===== src/rtl/cim_cmd_sequencer_if.sv =====
// Host command/write/readback channels and CIM processor pins for cim_cmd_sequencer.
// perf_stall is present only when CIM_SEQ_PERF_CNT_EN is defined.
interface cim_cmd_sequencer_if;
  logic        cmd_valid;
  logic        cmd_ready;
  logic [2:0]  cmd_op;
  logic [11:0] cmd_addr;
  logic [7:0]  cmd_len;
  logic        wdata_valid;
  logic        wdata_ready;
  logic [31:0] wdata;
  logic        rdata_valid;
  logic        rdata_ready;
  logic [31:0] rdata;
  logic [2:0]  top_state;
  logic [11:0] top_A;
  logic [31:0] top_D;
  logic        top_out_valid;
  logic [31:0] top_Q;
  logic        busy;
  logic        done;
`ifdef CIM_SEQ_PERF_CNT_EN
  logic [15:0] perf_stall;

  modport slave (
    input  cmd_valid, cmd_op, cmd_addr, cmd_len, wdata_valid, wdata, rdata_ready,
           top_out_valid, top_Q,
    output cmd_ready, wdata_ready, rdata_valid, rdata, top_state, top_A, top_D,
           busy, done, perf_stall
  );

  modport master (
    output cmd_valid, cmd_op, cmd_addr, cmd_len, wdata_valid, wdata, rdata_ready,
           top_out_valid, top_Q,
    input  cmd_ready, wdata_ready, rdata_valid, rdata, top_state, top_A, top_D,
           busy, done, perf_stall
  );
`else
  modport slave (
    input  cmd_valid, cmd_op, cmd_addr, cmd_len, wdata_valid, wdata, rdata_ready,
           top_out_valid, top_Q,
    output cmd_ready, wdata_ready, rdata_valid, rdata, top_state, top_A, top_D,
           busy, done
  );

  modport master (
    output cmd_valid, cmd_op, cmd_addr, cmd_len, wdata_valid, wdata, rdata_ready,
           top_out_valid, top_Q,
    input  cmd_ready, wdata_ready, rdata_valid, rdata, top_state, top_A, top_D,
           busy, done
  );
`endif
endinterface


===== src/rtl/cim_cmd_sequencer.sv =====
// Burst command sequencer driving the CIM processor state/A/D pins, with a small read-return FIFO.
// Optional stall counter output perf_stall enabled by defining CIM_SEQ_PERF_CNT_EN.
module cim_cmd_sequencer #(
  parameter int RFIFO_DEPTH = 2
) (
  input  logic              clk,
  input  logic              rst_n,
  cim_cmd_sequencer_if.slave bus
);

  typedef enum logic [2:0] {
    OP_NOP       = 3'd0,
    OP_GAM       = 3'd1,
    OP_GWM       = 3'd2,
    OP_GIM       = 3'd3,
    OP_STD_WRITE = 3'd4,
    OP_STD_READ  = 3'd5,
    OP_PIP       = 3'd6,
    OP_RGA       = 3'd7
  } op_e;

  typedef enum logic [2:0] {
    S_IDLE  = 3'd0,
    S_WR    = 3'd1,
    S_RUN   = 3'd2,
    S_RD    = 3'd3,
    S_DRAIN = 3'd4
  } state_e;

  localparam int PTR_W = $clog2(RFIFO_DEPTH);
  localparam int CNT_W = PTR_W + 1;
  localparam int SUM_W = CNT_W + 1;

  if (RFIFO_DEPTH != 2 && RFIFO_DEPTH != 4) begin : g_bad_depth
    $error("cim_cmd_sequencer: RFIFO_DEPTH must be 2 or 4");
  end

  state_e      state_q, state_d;
  op_e         op_q, op_d;
  logic [11:0] addr_q, addr_d;
  logic [7:0]  cnt_q, cnt_d;
  logic [2:0]  top_state_q, top_state_d;
  logic [11:0] top_a_q, top_a_d;
  logic [31:0] top_d_q, top_d_d;
  logic        done_q, done_d;

  logic             accept;
  logic             issue_rga;
  logic             bubble;
  logic             push;
  logic             pop;
  logic             ret_dec;
  logic             rd_room;
  logic             drain_empty;
  logic [CNT_W-1:0] occ_q, occ_d;
  logic [CNT_W-1:0] inflight_q, inflight_d;
  logic [PTR_W-1:0] wr_ptr_q, rd_ptr_q;
  logic [31:0]      mem_q [RFIFO_DEPTH];

  // Returns are only meaningful while a readback burst is active or draining.
  assign push    = bus.top_out_valid && (state_q == S_RD || state_q == S_DRAIN);
  assign pop     = (occ_q != '0) && bus.rdata_ready;
  assign ret_dec = push && (inflight_q != '0);

  // Buffered words plus RGAs still in flight must never exceed the buffer size.
  assign rd_room     = (SUM_W'(occ_q) + SUM_W'(inflight_q)) < SUM_W'(RFIFO_DEPTH);
  assign drain_empty = (inflight_q == CNT_W'(ret_dec));

  always_comb begin
    // NOTE: every variable gets a default before the case so no path leaves it unassigned (no latches).
    state_d     = state_q;
    op_d        = op_q;
    addr_d      = addr_q;
    cnt_d       = cnt_q;
    top_state_d = OP_NOP;
    top_a_d     = '0;
    top_d_d     = '0;
    done_d      = 1'b0;
    accept      = 1'b0;
    issue_rga   = 1'b0;
    bubble      = 1'b0;

    case (state_q)
      S_IDLE: begin
        if (bus.cmd_valid) begin
          accept = 1'b1;
          op_d   = op_e'(bus.cmd_op);
          addr_d = bus.cmd_addr;
          cnt_d  = bus.cmd_len;
          case (op_e'(bus.cmd_op))
            OP_NOP:                               done_d  = 1'b1;
            OP_GAM, OP_GWM, OP_GIM, OP_STD_WRITE: state_d = S_WR;
            OP_STD_READ, OP_PIP:                  state_d = S_RUN;
            default:                              state_d = S_RD;
          endcase
        end
      end

      S_WR: begin
        if (bus.wdata_valid) begin
          top_state_d = op_q;
          top_a_d     = addr_q;
          top_d_d     = bus.wdata;
          addr_d      = addr_q + 12'd1;
          cnt_d       = cnt_q - 8'd1;
          if (cnt_q == 8'd0) begin
            state_d = S_IDLE;
            done_d  = 1'b1;
          end
        end else begin
          bubble = 1'b1;
        end
      end

      S_RUN: begin
        top_state_d = op_q;
        top_a_d     = addr_q;
        addr_d      = addr_q + 12'd1;
        cnt_d       = cnt_q - 8'd1;
        if (cnt_q == 8'd0) begin
          state_d = S_IDLE;
          done_d  = 1'b1;
        end
      end

      S_RD: begin
        if (rd_room) begin
          issue_rga   = 1'b1;
          top_state_d = OP_RGA;
          top_a_d     = addr_q;
          addr_d      = addr_q + 12'd1;
          cnt_d       = cnt_q - 8'd1;
          if (cnt_q == 8'd0) state_d = S_DRAIN;
        end else begin
          bubble = 1'b1;
        end
      end

      S_DRAIN: begin
        if (drain_empty) begin
          state_d = S_IDLE;
          done_d  = 1'b1;
        end
      end

      default: state_d = S_IDLE;
    endcase
  end

  always_comb begin
    occ_d = occ_q;
    case ({push, pop})
      2'b10:   occ_d = occ_q + CNT_W'(1);
      2'b01:   occ_d = occ_q - CNT_W'(1);
      default: occ_d = occ_q;
    endcase
    inflight_d = inflight_q + CNT_W'(issue_rga) - CNT_W'(ret_dec);
  end

  // NOTE: sequential state uses non-blocking assignments so all registers update from pre-edge values.
  always_ff @(posedge clk or negedge rst_n) begin
    if (!rst_n) begin
      state_q     <= S_IDLE;
      op_q        <= OP_NOP;
      addr_q      <= '0;
      cnt_q       <= '0;
      top_state_q <= '0;
      top_a_q     <= '0;
      top_d_q     <= '0;
      done_q      <= 1'b0;
      occ_q       <= '0;
      inflight_q  <= '0;
      wr_ptr_q    <= '0;
      rd_ptr_q    <= '0;
    end else begin
      state_q     <= state_d;
      op_q        <= op_d;
      addr_q      <= addr_d;
      cnt_q       <= cnt_d;
      top_state_q <= top_state_d;
      top_a_q     <= top_a_d;
      top_d_q     <= top_d_d;
      done_q      <= done_d;
      occ_q       <= occ_d;
      inflight_q  <= inflight_d;
      if (push) wr_ptr_q <= wr_ptr_q + PTR_W'(1);
      if (pop)  rd_ptr_q <= rd_ptr_q + PTR_W'(1);
    end
  end

  // NOTE: buffer storage has no reset; the read port is gated by occupancy so stale words never escape.
  always_ff @(posedge clk) begin
    if (push) mem_q[wr_ptr_q] <= bus.top_Q;
  end

  assign bus.cmd_ready   = (state_q == S_IDLE);
  assign bus.busy        = (state_q != S_IDLE);
  assign bus.wdata_ready = (state_q == S_WR);
  assign bus.rdata_valid = (occ_q != '0);
  assign bus.rdata       = (occ_q != '0) ? mem_q[rd_ptr_q] : 32'h0;
  assign bus.top_state   = top_state_q;
  assign bus.top_A       = top_a_q;
  assign bus.top_D       = top_d_q;
  assign bus.done        = done_q;

`ifdef CIM_SEQ_PERF_CNT_EN
  logic [15:0] perf_q;

  always_ff @(posedge clk or negedge rst_n) begin
    if (!rst_n) begin
      perf_q <= '0;
    end else if (accept) begin
      perf_q <= '0;
    end else if (bubble && perf_q != 16'hFFFF) begin
      perf_q <= perf_q + 16'd1;
    end
  end

  assign bus.perf_stall = perf_q;
`else
  logic unused_perf;
  assign unused_perf = accept ^ bubble;
`endif

  a_no_overflow: assert property (@(posedge clk) disable iff (!rst_n)
    !(push && !pop && occ_q == CNT_W'(RFIFO_DEPTH)));

endmodule


===== src/flat_wrapper.sv =====
// flat-port wrapper written by rule: the top's interface ports become plain ports
module cim_cmd_sequencer_flat 
#(
  parameter int RFIFO_DEPTH = 2
)
  (clk, rst_n, bus_cmd_valid, bus_cmd_op, bus_cmd_addr, bus_cmd_len, bus_wdata_valid, bus_wdata, bus_rdata_ready, bus_top_out_valid, bus_top_Q, bus_cmd_ready, bus_wdata_ready, bus_rdata_valid, bus_rdata, bus_top_state, bus_top_A, bus_top_D, bus_busy, bus_done);
  cim_cmd_sequencer_if bus_i ();
  input  logic clk;
  input  logic rst_n;
  input wire logic [$bits(bus_i.cmd_valid)-1:0] bus_cmd_valid;
  input wire logic [$bits(bus_i.cmd_op)-1:0] bus_cmd_op;
  input wire logic [$bits(bus_i.cmd_addr)-1:0] bus_cmd_addr;
  input wire logic [$bits(bus_i.cmd_len)-1:0] bus_cmd_len;
  input wire logic [$bits(bus_i.wdata_valid)-1:0] bus_wdata_valid;
  input wire logic [$bits(bus_i.wdata)-1:0] bus_wdata;
  input wire logic [$bits(bus_i.rdata_ready)-1:0] bus_rdata_ready;
  input wire logic [$bits(bus_i.top_out_valid)-1:0] bus_top_out_valid;
  input wire logic [$bits(bus_i.top_Q)-1:0] bus_top_Q;
  output wire logic [$bits(bus_i.cmd_ready)-1:0] bus_cmd_ready;
  output wire logic [$bits(bus_i.wdata_ready)-1:0] bus_wdata_ready;
  output wire logic [$bits(bus_i.rdata_valid)-1:0] bus_rdata_valid;
  output wire logic [$bits(bus_i.rdata)-1:0] bus_rdata;
  output wire logic [$bits(bus_i.top_state)-1:0] bus_top_state;
  output wire logic [$bits(bus_i.top_A)-1:0] bus_top_A;
  output wire logic [$bits(bus_i.top_D)-1:0] bus_top_D;
  output wire logic [$bits(bus_i.busy)-1:0] bus_busy;
  output wire logic [$bits(bus_i.done)-1:0] bus_done;
  assign bus_i.cmd_valid = bus_cmd_valid;
  assign bus_i.cmd_op = bus_cmd_op;
  assign bus_i.cmd_addr = bus_cmd_addr;
  assign bus_i.cmd_len = bus_cmd_len;
  assign bus_i.wdata_valid = bus_wdata_valid;
  assign bus_i.wdata = bus_wdata;
  assign bus_i.rdata_ready = bus_rdata_ready;
  assign bus_i.top_out_valid = bus_top_out_valid;
  assign bus_i.top_Q = bus_top_Q;
  assign bus_cmd_ready = bus_i.cmd_ready;
  assign bus_wdata_ready = bus_i.wdata_ready;
  assign bus_rdata_valid = bus_i.rdata_valid;
  assign bus_rdata = bus_i.rdata;
  assign bus_top_state = bus_i.top_state;
  assign bus_top_A = bus_i.top_A;
  assign bus_top_D = bus_i.top_D;
  assign bus_busy = bus_i.busy;
  assign bus_done = bus_i.done;
  cim_cmd_sequencer #(.RFIFO_DEPTH(RFIFO_DEPTH)) u_core (.clk(clk), .rst_n(rst_n), .bus(bus_i));
endmodule

===== config.mk =====
export PLATFORM = sky130hd
export DESIGN_NAME = cim_cmd_sequencer_flat
export DESIGN_NICKNAME = d
export VERILOG_FILES = /design/src/rtl/cim_cmd_sequencer_if.sv /design/src/rtl/cim_cmd_sequencer.sv /design/src/flat_wrapper.sv
export SDC_FILE = /design/constraint.sdc
export NUM_CORES = 1
export LEC_CHECK = 0
export CAP_MARGIN = 10
export CORE_UTILIZATION = 51
export CTS_CLUSTER_SIZE = 10
export DETAILED_ROUTE_END_ITERATION = 10
export PLACE_DENSITY = 0.95
export SYNTH_ARGS = -nofsm -noshare
export SYNTH_HDL_FRONTEND = slang
export SYNTH_SLANG_ARGS = --single-unit
export TNS_END_PERCENT = 5

===== constraint.sdc =====
create_clock -name clk -period 9.38 [get_ports clk]
set_input_delay 0.938 -clock clk [delete_from_list [all_inputs] [get_ports clk]]
set_output_delay 0.938 -clock clk [all_outputs]
set_load 0.01 [all_outputs]

; Word-level counts from Yosys, hierarchy flattened
; Memories as Yosys holds them, arrays and structs flattened.
; Cells that the tools add are included.
; Widths: inputs -> output; s select.
[word_totals]
wordCells = 95
mem_count = 1
ramBits = 64
inputBits = 93
reg_bits = 80
out_inout_bits = 84
[mem_list]
columns = memory, depth, width, rd, rd_ports_with_merged_regs, write_ports, line
row1 = u_core.mem_q, 2, 32, 1, 0, 1, cim_cmd_sequencer.sv:58  ; logic [31:0] mem_q [RFIFO_DEPTH];
[classes]
n_reduce_logical = 17
order_cmp = 1
eq_ne = 19
mux = 36
add_sub_neg = 9
[op_table]
columns = cell, count
row1 = $mux 32, 3
row2 = $mux 12, 5
row3 = $pmux 12 s4, 1
row4 = $pmux 12 s3, 1
row5 = $pmux 8 s4, 1
row6 = $mux 3, 8
row7 = $mux 8, 3
row8 = $pmux 3 s3, 2
row9 = $pmux 3 s5, 1
row10 = $add 12x1->12 const B, 1
row11 = $eq 3x2->1 const B, 4
row12 = $eq 3x3->1 const B, 4
row13 = $mux 1, 9
row14 = $logic_not 8->1, 1
row15 = $ne 2x2->1 const B, 4
row16 = $sub 8x1->8 const B, 1
row17 = $eq 3x1->1 const B, 2
row18 = $logic_not 3->1, 2
row19 = $reduce_and 6->1, 1
row20 = $reduce_bool 2->1, 3
row21 = $ne 2x1->1 const B, 2
row22 = $pmux 1 s4, 1
row23 = $pmux 2 s2, 1
row24 = $reduce_and 4->1, 1
row25 = other kinds (17), 20

; Longest topological paths before layout
; Gate-level depths: netlist of run 1.
[logic_depth]
word_depth = 7
depth_mapped = 10

; Least setup slack after synthesis of run 1
; OpenSTA, ideal clock, no wires.
[synth_path]
kind = flip-flop to flip-flop
from = register u_core.state_q[0]
to = memory u_core.mem_q[0][0] (enable)
setup_ns = 0.421
arrival_time_ns = 2.617
slack_ns = 6.342
n_path_buf = 1
path_stages_with_launch = 6
path_cell_list = dfrtp_1 buf_2 or2_1 or2_1 a21o_1 nor2_1
[synth_via]
elab_chain_len = 5
[synth_lines]
columns = element, line
row1 = "start, declared", cim_cmd_sequencer.sv:38  ; state_e state_q, state_d;
row2 = "start signal, assigned", cim_cmd_sequencer.sv:176  ; state_q <= state_d;
row3 = $eq 3x2->1 / $eq 3x3->1 (equally long branches), cim_cmd_sequencer.sv:61  ; assign push = bus.top_out_valid && (state_q == S_RD || state_q == S_DRAIN);
row4 = $logic_or 1x1->1 (*), cim_cmd_sequencer.sv:61
row5 = $logic_and 1x1->1 (*), cim_cmd_sequencer.sv:61
row6 = $mux 1 (*), cim_cmd_sequencer.sv:193  ; if (push) mem_q[wr_ptr_q] <= bus.top_Q;
row7 = $mux 1 (implied by the code) (*), cim_cmd_sequencer.sv:193
row8 = "end, declared", cim_cmd_sequencer.sv:58
; Mark *: on every way between the ends. The rest lies on a longest branch, timed or not.

; Final worst setup path of run 1
[layout_path]
from = register u_core.rd_ptr_q
to = output bus_rdata[15]
[layout_via]
elab_chain_len = 2
[layout_lines]
columns = element, line
row1 = "start, declared", cim_cmd_sequencer.sv:57  ; logic [PTR_W-1:0] wr_ptr_q, rd_ptr_q;
row2 = "start signal, assigned", cim_cmd_sequencer.sv:187  ; if (pop) rd_ptr_q <= rd_ptr_q + PTR_W'(1);
row3 = $mem_v2 2x32, n/a
row4 = $mux 32, cim_cmd_sequencer.sv:200  ; assign bus.rdata = (occ_q != '0) ? mem_q[rd_ptr_q] : 32'h0;
row5 = "end, declared", flat_wrapper.sv:22  ; output wire logic [$bits(bus_i.rdata)-1:0] bus_rdata;
; Every way passes these cells.

==> results.ini, run 1 <==
[clocking]
path_clk_slew_ns=0.06
cts_tree=yes
root_buffer=clkbuf_16
cts_buffer_depth=2
ctsHoldBuffers=0
post_cts_buffers=0
cts.htree.levels=4
clkLatencyLatePin_ns=0.41
post_cts_resize_count=0
cts_buffers=17
cts.sinks=144

[yosys]
synth_edf_count=64
synth_top_cell_area_share_pct=33.8
synth.area.mux_share_pct=6.91
synth_area_leaders=dfrtp_1 (34%), edfxtp_1 (32%), mux2i_1 (5.6%), and3_1 (3.6%), nor2_1 (3.2%)
synthXorXnorAreaFrac_pct=1.18
synth_top_family_by_area=simple AND/OR/NAND/NOR gates
synth_top_area_cell=dfrtp_1
synthSimpleGateAreaFrac_pct=12.3
syn_area_per_cell_um2=12.9
synth_compound_gate_area_share_pct=8.88
synthAdderAreaFrac_pct=1.61
synth_warnings=0
synth_flop_cell=dfrtp_1
synth_cell_type_count=50
synth-seq-cells=144
syn_area_mm2=0.00592
syn_inst=459
async_reset_ff_share_pct=55.6
synth_nets=559
ys_seq_area_share_pct=66.3

[setup_path]
cp_max_fo=33
start_kind=flop
r2r-end=u_core.mem_q[1][21]
required_ns=8.44
r2r_cells=4
arrival_ns=2.31
timing.rr.start=u_core.state_q[1]
r2r_setup_slack_ns=6.67
crit_path_end_kind=output pin
worst-setup-path-type=reg2out
startpoint=u_core.rd_ptr_q

[grt]
grt_pass1_wl_um=20600
grt_overflow=0
antenna_found_initial=0
grt_pass1_vias=4159
grt_max_degree=81
grt_use_total_pct=23.0

[hold_path]
min_path_type=reg2reg
hold_depth=1
worstHoldStart=u_core.op_q[2]
whs_endpoint=u_core.bus.top_state[2]

[finish]
stdcell_count=785
fill_cells=710
layout_commonest_cell=clkdlybuf4s50_1
drive_gt1_share_pct=8.53
layout_common_cells=clkdlybuf4s50_1 (175), dfrtp_1 (79), edfxtp_1 (64)
syn2layout_area_growth_pct=40.8
n_antenna_cell=0
final_util_pct=75.3
nNetsFinal=732
fin_area_mm2=0.00834

[sta]
rsz0062_at_grt=no
worst_pin_slew_ns=1.11
post-route-period-util_pct=34.6
setup_viol=0
slew_headroom_pct=25.1
period_minus_slack_ns=3.25
fin_skew_ns=0.0135
fmax_ghz=0.308
setup_ws_ns=6.13
fin_setup_tns_ns=0
hold_viol=0
timing.hold.ws_ns=0.482
timing_max_transition_violations_final=0

[drt]
avgRoutedWirePerCell_um=17.1
ant_nets=0
routed-wl-met2_um=6960
vias=4336
first_iter_violations=334
firstDrtPassIters=5
viasPerCell=5.52
routed_wl_um=13400
met1_length_um=5290
drc=0
highest_layer=met4
dr_wl_met3_um=937

[pwr]
ir_worst_vdd_mv=0.166
p_leak_nw=3.49
p_int_mw=1.68
clkPwrFrac_pct=24.3
p_total_mw=2.54
power.share.combinational_pct=38.4
power_density_mw_per_mm2=305
switching_share_pct=34.0
power.switching_mw=0.865
seqPwrFrac_pct=37.3

[die]
die_y_um=110
row_count=38
core_area_mm2=0.0111
initial_core_util_pct=53.4
die_area_mm2=0.0120
die_x_um=110
ios=177

[flow_run]
drv_cap=0

[place]
port_buffers=176
dp_hpwl_um=9210
dp_cells=753
gp_congestion=0.908
preCtsSetupSlack_ns=6.19
placed_area_mm2=0.00779

[outcome]
outcome=complete, no violations

## per-layer routing
layer	track usage [%]	up-vias
met3	6.88	27
met1	28.2	2106
met2	39.0	187
li1	-	2016
met4	7.43	0
met5	0	-
## final cells by class
class / count / area, um^2 / share of cell area, %
clock inverter: 13 / 115 / 1.38
clock buffer: 19 / 433 / 5.19
inverter: 14 / 52.6 / 0.630
timing repair buffer: 180 / 1790 / 21.5
tap: 140 / 175 / 2.10
multi-input combinational: 275 / 1850 / 22.2
sequential: 144 / 3930 / 47.1
## Yosys cell counts, types with 9 or more instances
cell	n
mux2i_1	33
edfxtp_1	64
and3_1	34
and2_1	12
o21ai_0	9
buf_2	11
inv_1	14
clkbuf_1	14
dfrtp_1	80
nor2_1	50
a21oi_1	31
## worst max path at each step
stage                                    end  slack (ns)  depth (start not counted)
after detailed placement   u_core.addr_q[10]        6.19                          6
after global routing           bus_rdata[31]        5.95                          3
after floorplan           u_core.mem_q[0][0]        6.34                          5
after global placement     u_core.addr_q[10]        6.22                          6
after CTS                       bus_rdata[2]        6.10                          3
final                          bus_rdata[15]        6.13                          3
## worst max-delay path: stages, from the launching register on
cell and delay [ns]:
dfrtp_2 1.00, mux2i_1 0.20, nor2_1 0.13, clkdlybuf4s50_1 0.56
## state kept, by name, summed over array words and instances, names as in the netlist
| name | flops |
|---|---|
| u_core.mem_q | 64 |
| u_core.bus.top_D | 32 |
| u_core.addr_q | 12 |
| u_core.bus.top_A | 12 |
| u_core.cnt_q | 8 |
| u_core.bus.top_state | 3 |
| u_core.op_q | 3 |
| u_core.state_q | 3 |
| u_core.inflight_q | 2 |
| u_core.occ_q | 2 |
| u_core.bus.done | 1 |
| u_core.rd_ptr_q | 1 |
| u_core.wr_ptr_q | 1 |
## power groups by stage
stage               sequential [mW]  clock (mW)  combinational [mW]
global route                  0.968       0.662                1.06
CTS                           0.948       0.629               0.979
finish                        0.948       0.618               0.976
floorplan                     0.914           0               0.576
global placement              0.945           0               0.933
detailed placement            0.958           0               0.969
## logic make-up (layout without fill, tap and decap cells)
family,Yosys count,in the layout
flops,144,144
simple gates,139,139
compound gates,81,81
mux,40,40
buf+inv,40,226
xor+xnor,8,8
fa+ha+maj,7,7
Power figures use the tool's default switching activity.
==> inputs of run 2 (changes only) <==
--- a/config.mk
+++ b/config.mk
@@ -6,10 +6,10 @@
 export NUM_CORES = 1
 export LEC_CHECK = 0
 export CAP_MARGIN = 10
-export CORE_UTILIZATION = 51
+export CORE_UTILIZATION = 47
 export CTS_CLUSTER_SIZE = 10
 export DETAILED_ROUTE_END_ITERATION = 10
-export PLACE_DENSITY = 0.95
+export PLACE_DENSITY = 0.89
 export SYNTH_ARGS = -nofsm -noshare
 export SYNTH_HDL_FRONTEND = slang
 export SYNTH_SLANG_ARGS = --single-unit
==> constraint.sdc (replaced) <==
create_clock -name clk -period 3 [get_ports clk]
set_input_delay 0.3 -clock clk [delete_from_list [all_inputs] [get_ports clk]]
set_output_delay 0.3 -clock clk [all_outputs]
set_load 0.01 [all_outputs]
==> run 2 against run 1 <==
Effect of this change:
- sequential share of layout area shrank 0.89 points
- count of clock-buffer cells in the layout shrank 2
- highest routed layer unchanged
- combinational power grew to 3.2 times the previous value
- core utilization shrank 5.4 points
==> results.ini, run 2 (synthesis results as in run 1) <==
[sta]
fin_setup_tns_ns=0  ; unchanged
timing_max_transition_violations_final=0  ; unchanged
rsz0062_at_grt=no
period_minus_slack_ns=2.58
setup_viol=0  ; unchanged
fin_skew_ns=0.0127  ; -0.000762 ns
slew_headroom_pct=33.6  ; +8.4 points
fmax_ghz=0.387
worst_pin_slew_ns=0.992  ; -0.122 ns
setup_ws_ns=0.416  ; -5.71 ns
timing.hold.ws_ns=0.0565  ; -0.426 ns
post-route-period-util_pct=86.1
hold_viol=0  ; unchanged

[setup_path]
start_kind=flop
cp_max_fo=22  ; -33%
worst-setup-path-type=reg2reg
crit_path_end_kind=flop
arrival_ns=2.90  ; +0.59 ns
required_ns=3.32  ; -5.12 ns

[clocking]
clkLatencyLatePin_ns=0.41  ; about the same
post_cts_buffers=0  ; unchanged
ctsHoldBuffers=0  ; unchanged
root_buffer=clkbuf_16
cts_buffers=17  ; unchanged
cts_tree=yes
cts_buffer_depth=2  ; unchanged
cts.htree.levels=4  ; unchanged
post_cts_resize_count=0  ; unchanged
path_clk_slew_ns=0.07  ; about the same
cts.sinks=144  ; unchanged

[finish]
largest_reg_flops=64  ; unchanged
regMostFlops=u_core.mem_q
layout_commonest_cell=clkdlybuf4s50_1
fill_cells=844  ; +19%
nNetsFinal=737  ; +0.68%
n_antenna_cell=0  ; unchanged
layout_common_cells=clkdlybuf4s50_1 (175), dfrtp_1 (79), edfxtp_1 (64)
final_util_pct=69.9  ; -5.4 points
stdcell_count=818  ; +4.2%
drive_gt1_share_pct=9.54  ; +1.0 points
syn2layout_area_growth_pct=43.5

[outcome]
outcome=complete, no violations

[pwr]
p_leak_nw=3.57  ; +2.2%
ir_worst_vdd_mv=0.554  ; +230%
power_density_mw_per_mm2=976  ; +220%

[drt]
firstDrtPassIters=5  ; unchanged
ant_nets=0  ; unchanged
viasPerCell=5.31  ; -3.8%
vias=4345  ; +0.21%
avgRoutedWirePerCell_um=16.8  ; -1.8%
first_iter_violations=300  ; -10%
routed_wl_um=13700  ; +2.3%
drc=0  ; unchanged

[die]
row_count=40  ; +5.3%
core_area_mm2=0.0122  ; +9.8%
die_y_um=114  ; +4.1%
initial_core_util_pct=48.7  ; -4.8 points
die_area_mm2=0.0130  ; +8.3%
die_x_um=114  ; +4.1%
ios=177  ; unchanged

[place]
dp_cells=786  ; +4.4%
gp_congestion=0.919  ; +1.2%
dp_hpwl_um=9370  ; +1.7%
port_buffers=176  ; unchanged
preCtsSetupSlack_ns=0.430  ; -5.76 ns

[hold_path]
min_path_type=in2async

[flow_run]
drv_cap=0  ; unchanged

[grt]
grt_use_total_pct=21.4  ; -1.6 points
grt_max_degree=81  ; unchanged
antenna_found_initial=0  ; unchanged
grt_pass1_wl_um=21200  ; +3.0%
grt_overflow=0  ; unchanged
grt_pass1_vias=4222  ; +1.5%

[run 2: power by group]
group / internal, mW / leakage (nW) / switching [mW]
Clock: 1.40 / 0.306 / 0.833
Combinational: 1.62 / 1.66 / 1.55
Sequential: 2.51 / 1.60 / 0.372
Total: 5.54 / 3.57 / 2.76
[run 2: worst max-delay path, cell delays in order, from the launching register on]
cell and delay (ns):
dfrtp_1 0.42, and2_1 0.18, fa_1 0.49, o211ai_1 0.32, o211a_1 0.68, a21oi_1 0.13
a311oi_1 0.26
[run 2: path summary, 6_finish.rpt]
kind	start	cells after the start	endpoint	slack, ns
setup reg to reg	u_core.inflight_q[0]	6	u_core.cnt_q[5]	0.42
hold / removal	rst_n	1	u_core.addr_q[1]	0.06
max in group asynchronous	rst_n	1	u_core.rd_ptr_q	2.27
min in group clk	bus_top_Q[14]	1	u_core.mem_q[1][14]	0.47
hold reg to reg	u_core.op_q[1]	1	u_core.bus.top_state[1]	0.49
setup / recovery	u_core.inflight_q[0]	6	u_core.cnt_q[5]	0.42
[run 2: through the flow]
stage               cell area (um^2)  power (mW)
floorplan                       5920        4.66
global placement                7860        5.92
detailed placement              7860        6.07
CTS                             8500        8.34
global route                    8500        8.75
finish                          8500        8.30
[run 2: metal layers]
layer	vias up	track usage (%)	part of all wire, %
li1	2023	-	-
met1	2106	27.5	41
met2	194	35.2	51
met3	22	6.41	6.2
met4	0	6.49	1.4
met5	-	0	0
[run 2: area by class of cell]
class,instances,area (um^2),area share (%)
clock buffer,17,425,5.01
clock inverter,15,209,2.46
inverter,14,52.6,0.618
multi-input combinational,275,1840,21.6
sequential,144,3930,46.2
tap,168,210,2.47
timing repair buffer,185,1840,21.6
